<file path="config.mk">
export PLATFORM = sky130hd
export DESIGN_NAME = control_fsm
export DESIGN_NICKNAME = d
export VERILOG_FILES = /design/src/rtl/control_fsm.sv
export SDC_FILE = /design/constraint.sdc
export NUM_CORES = 1
export LEC_CHECK = 0
export CAP_MARGIN = 20
export CORE_MARGIN = 2
export CORE_UTILIZATION = 46
export DETAILED_ROUTE_END_ITERATION = 10
export HOLD_SLACK_MARGIN = 0.03
export PLACE_DENSITY = 0.86
export SYNTH_ARGS = -nofsm -noshare
export SYNTH_HDL_FRONTEND = slang
export SYNTH_SLANG_ARGS = --single-unit
</file>
<file path="constraint.sdc">
create_clock -name CLK -period 2 [get_ports CLK]
set_clock_uncertainty 0.15 [all_clocks]
set_input_delay 0.4 -clock CLK [delete_from_list [all_inputs] [get_ports CLK]]
set_output_delay 0.4 -clock CLK [all_outputs]
set_load 0.03 [all_outputs]
</file>
<file path="src/rtl/control_fsm.sv">
// control_fsm: multi-cycle FETCH/DECODE/EXEC/MEM/WB control unit for an RV32I-style datapath.
// Define BRANCH_EN to decode conditional branches; otherwise BRANCH is handled as an illegal opcode.
module control_fsm #(
    parameter logic [31:0] INSTRET_RESET = '0
) (
    input  logic        CLK,
    input  logic        reset,
    input  logic [6:0]  opcode,
    input  logic [2:0]  funct3,
    input  logic        funct7_5,
    input  logic        zero,
    output logic        load_ir,
    output logic        load_pc,
    output logic        WE_RF,
    output logic        WE_MEM,
    output logic        ULA_din2_sel,
    output logic [1:0]  RF_din_sel,
    output logic        pc_adder_sel,
    output logic        pc_next_sel,
    output logic [3:0]  alu_op,
    output logic        illegal,
    output logic [31:0] instret
);

    typedef enum logic [2:0] {
        FETCH  = 3'd0,
        DECODE = 3'd1,
        EXEC   = 3'd2,
        MEM    = 3'd3,
        WB     = 3'd4
    } state_t;

    localparam logic [6:0] OPC_LOAD   = 7'b0000011;
    localparam logic [6:0] OPC_OPIMM  = 7'b0010011;
    localparam logic [6:0] OPC_AUIPC  = 7'b0010111;
    localparam logic [6:0] OPC_STORE  = 7'b0100011;
    localparam logic [6:0] OPC_OP     = 7'b0110011;
    localparam logic [6:0] OPC_BRANCH = 7'b1100011;
    localparam logic [6:0] OPC_JALR   = 7'b1100111;
    localparam logic [6:0] OPC_JAL    = 7'b1101111;

    state_t     state;
    logic       load_ir_d, load_pc_d, we_rf_d, we_mem_d;
    logic       din2_sel_d, adder_sel_d, next_sel_d, illegal_d;
    logic [1:0] rf_sel_d;
    logic [3:0] alu_op_d;

    always_ff @(posedge CLK or negedge reset) begin
        if (!reset) begin
            state   <= FETCH;
            instret <= INSTRET_RESET;
        end else begin
            if (load_pc_d) instret <= instret + 32'd1;
            case (state)
                FETCH:   state <= DECODE;
                DECODE:  state <= EXEC;
                EXEC:    state <= (opcode == OPC_LOAD) ? MEM : FETCH;
                MEM:     state <= WB;
                WB:      state <= FETCH;
                default: state <= FETCH;
            endcase
        end
    end

    always_comb begin
        load_ir_d   = 1'b0;
        load_pc_d   = 1'b0;
        we_rf_d     = 1'b0;
        we_mem_d    = 1'b0;
        din2_sel_d  = 1'b0;
        adder_sel_d = 1'b0;
        next_sel_d  = 1'b0;
        illegal_d   = 1'b0;
        rf_sel_d    = 2'd0;
        alu_op_d    = 4'd0;
        case (state)
            FETCH: load_ir_d = 1'b1;
            EXEC: begin
                case (opcode)
                    OPC_OP: begin
                        load_pc_d = 1'b1;
                        we_rf_d   = 1'b1;
                        rf_sel_d  = 2'd1;
                        alu_op_d  = {funct7_5, funct3};
                    end
                    OPC_OPIMM: begin
                        load_pc_d  = 1'b1;
                        we_rf_d    = 1'b1;
                        din2_sel_d = 1'b1;
                        rf_sel_d   = 2'd1;
                        // bit 30 of an I-type immediate is only an opcode modifier for shifts-right
                        alu_op_d   = {(funct3 == 3'b101) & funct7_5, funct3};
                    end
                    OPC_AUIPC: begin
                        load_pc_d   = 1'b1;
                        we_rf_d     = 1'b1;
                        rf_sel_d    = 2'd3;
                        adder_sel_d = 1'b1;
                    end
                    OPC_JAL: begin
                        load_pc_d   = 1'b1;
                        we_rf_d     = 1'b1;
                        rf_sel_d    = 2'd2;
                        adder_sel_d = 1'b1;
                        next_sel_d  = 1'b1;
                    end
                    OPC_JALR: begin
                        load_pc_d  = 1'b1;
                        we_rf_d    = 1'b1;
                        rf_sel_d   = 2'd2;
                        next_sel_d = 1'b1;
                    end
                    OPC_STORE: begin
                        load_pc_d  = 1'b1;
                        we_mem_d   = 1'b1;
                        din2_sel_d = 1'b1;
                    end
                    OPC_LOAD: din2_sel_d = 1'b1;
`ifdef BRANCH_EN
                    OPC_BRANCH: begin
                        load_pc_d   = 1'b1;
                        adder_sel_d = 1'b1;
                        next_sel_d  = zero ^ funct3[0];
                        alu_op_d    = 4'b1000;
                    end
`endif
                    default: begin
                        load_pc_d = 1'b1;
                        illegal_d = 1'b1;
                    end
                endcase
            end
            MEM: din2_sel_d = 1'b1;
            WB: begin
                din2_sel_d = 1'b1;
                we_rf_d    = 1'b1;
                load_pc_d  = 1'b1;
            end
            default: ;
        endcase
    end

`ifndef BRANCH_EN
    logic unused_zero;
    assign unused_zero = zero;
`endif

    // Outputs are forced low while reset is held even though the state already reads FETCH.
    always_comb begin
        load_ir      = 1'b0;
        load_pc      = 1'b0;
        WE_RF        = 1'b0;
        WE_MEM       = 1'b0;
        ULA_din2_sel = 1'b0;
        RF_din_sel   = '0;
        pc_adder_sel = 1'b0;
        pc_next_sel  = 1'b0;
        alu_op       = '0;
        illegal      = 1'b0;
        if (reset) begin
            load_ir      = load_ir_d;
            load_pc      = load_pc_d;
            WE_RF        = we_rf_d;
            WE_MEM       = we_mem_d;
            ULA_din2_sel = din2_sel_d;
            RF_din_sel   = rf_sel_d;
            pc_adder_sel = adder_sel_d;
            pc_next_sel  = next_sel_d;
            alu_op       = alu_op_d;
            illegal      = illegal_d;
        end
    end

endmodule
</file>
==> impl_metrics.toml <==
[worst_hold_path]
hold_class = "input pin to asynchronous set/reset pin"

[layout]
area_growth_syn_to_layout_pct = 74.3
stdcell_count = 342
drive_gt1_share_pct = 42.5
layout.nets = 306
antenna_cells = 0

[synth]
ys_warn_count = 0
postSynthCellCount = 184
syn_avg_cell_area_sq_um = 10.3
ys_types = 42
yosys_most_used_dff = "dfrtp_1"
synth-edff-count = 0
yosysSeqAreaShare_pct = 46.3
synth_seq_cells = 35
synth_nets = 199
synthTopCellsByArea = "dfrtp_1, xnor2_1, xor2_1"
yosysTopAreaCellShare_pct = 46.3
syn-cell-area_sq_um = 1890
synth_top_area_cell = "dfrtp_1"
async_flop_share_pct = 100

[power_and_ir_drop]
p_clk_share_pct = 23.7
swShare_pct = 37.0
comb_power_share_pct = 44.1
internal_power_mw = 1.75
switchingPower_mw = 1.03
p_per_area_nw_per_um2 = 841
seq_power_share_pct = 32.2
p_leak_nw = 1.62
vdd_drop_max_mv = 0.928

[clock_network]
cts_tree = "done"
numCtsBuffers = 5
cts_hold_buf = 0
clock-sinks = 35
cts_buffer_depth = 2
cts-htree-levels = 2
clk_latency_ps = 300
cts_root_buffer = "clkbuf_8"
clk_pin_slew_ps = 80

[run_status]
violations = "negative setup slack"
status = "finished, violations left"

[place]
place_congestion = 0.807
place.detailed.hpwl_um = 3650
dp_cells = 318
port_buffers = 58

[sta]
fin_crit_sh_pct = 115
worst_slew_pin_slew_ps = 446
relSlewSlack_pct = 70.1
rsz0062_at_grt = "true"
finalCriticalPeriod_ps = 2290
final-hold-violation-count = 0
drv_slew = 0
worst_slack_ps = -293
holdWs_ps = 133
setup_violations = 30
fmax_mhz = 436

[global_routing]
grt_max_degree = 39
grt.total_usage_pct = 27.1
grt_overflow = 0
antenna_found_initial = 0
first_global_vias = 1890
grt_pass1_wl_um = 9320

[worst_setup_path]
r2r_end = "instret[25]"
worst_setup_path_end_kind = "output pin"
r2r-start = "state[2]"
cp-start-kind = "register"
crit_type = "register to output pin"
rrSetupSlack_ps = -190
r2r_cells = 9
crit_fanout = 2
worstPathRequired_ps = 1450
critPathArrivalTime_ps = 1740

[floorplanning]
rows = 23
fp.coreArea_sq_um = 3970
die_area_sq_um = 4640
start_util_pct = 47.7
die_x_um = 68.2
io_pins = 60
die_height_um = 68.2

[drt]
via_per_inst = 5.87
drt-total-wl_um = 6900
drt_iter0_drc = 136
ant_nets = 0
vias = 2006
drcViolationCount = 0
wl_per_cell_um = 20.2
firstDrtPassIters = 5

[run]
maxCapViolations = 0
[worst max-delay path by stage]
stage                    from            end  slack, ps
finish               state[2]  RF_din_sel[0]       -290
global route         state[2]      alu_op[3]       -320
CTS                  state[0]      alu_op[3]       -230
detailed placement  opcode[6]          WE_RF       -980
global placement    opcode[6]          WE_RF       -960
floorplan            state[0]      alu_op[1]        -70
[kinds of logic after synthesis]
group | count (synthesis) | synth area share, %
simple gates | 91 | 29.9
flops | 35 | 46.3
xor+xnor | 32 | 14.8
buf+inv | 13 | 2.91
compound gates | 11 | 4.89
mux | 1 | 0.595
fa+ha+maj | 1 | 0.661
[state kept, by name, indices dropped and copies added, names as in the netlist]
| register | cells |
|---|---|
| state | 3 |
| instret | 32 |
[critical path, stage by stage, from the launching register on]
cell      delay, ps
dfrtp_1         420
nor2_4          150
and3_4          220
nand2_4          60
buf_4           150
a211oi_2        230
buf_4           220
[layout make-up]
cell class              instances  area (sq um)
well taps                      50          62.6
inverters                       8          30.0
repair buffers                105           971
multi-input cells             136          1250
fillers                       211           672
clock buffers                   5          68.8
clock inverters                 3          43.8
flip-flops and latches         35           876
[what timing repair did]
action	in CTS	in global routing
endpoints found under the setup margin	45	43
gates resized for setup	72	33
pin swaps	15	16
buffers inserted	10	6
[placed cells by master (no fill, tap or decap), drive strengths merged, types with 2 or more instances in the layout]
cell type	Yosys	routed
inv	8	8
xnor2	18	18
and3	11	11
nor3	8	8
dlymetal6s2s	0	5
nand2	15	15
xor2	14	14
clkbuf	3	5
buf	2	67
nand4	5	5
a211oi	3	3
nor4	8	8
nand3	16	16
and2	7	7
nor3b	3	3
clkdlybuf4s50	0	29
dfrtp	35	35
clkdlybuf4s15	0	2
clkinv	0	2
dlygate4sd2	0	2
nor2	13	13
[power groups by stage]
stage	registers, mW	clock network, mW	logic [mW]
after floorplan	0.995	0	0.405
after global routing	0.902	0.678	1.29
after CTS	0.875	0.645	1.05
after detailed placement	0.882	0	0.959
after global placement	0.876	0	0.945
final	0.894	0.658	1.22
[cell usage after synthesis (2+ instances only)]
cell / instances
and2_1: 5
nand2_1: 15
and2_2: 2
nor4_2: 2
xnor2_1: 18
and3_1: 9
clkbuf_1: 2
dfrtp_1: 35
inv_1: 8
nor3b_1: 2
a211oi_1: 2
nor4_4: 2
nand4_1: 5
nor3_1: 7
xor2_1: 14
nand3_1: 13
nor2_1: 13
and3_2: 2
nand3_2: 2
nor4_1: 4
[stage by stage]
stage                     setup slack [ps]  utilization (%)  TNS, ps  power (mW)  instance area, sq um
after global placement                -957             69.7   -17620        1.82                  2770
after CTS                             -232             78.4    -1750        2.57                  3110
final                                 -293             83.1    -3770        2.77                  3300
after global routing                  -325             83.1    -5920        2.87                  3300
after detailed placement              -979             69.7   -18800        1.84                  2770
after floorplan                      -66.2                -     -210        1.40                  1970
[per-layer routing]
layer,up-vias,global-route usage [%],share of wire [%]
met5,-,0,0
met4,0,11.0,6.3
met3,50,4.44,6.7
met2,130,47.0,50
met1,972,33.3,36
li1,854,-,-
No activity file was read; power rests on OpenSTA's default activity.
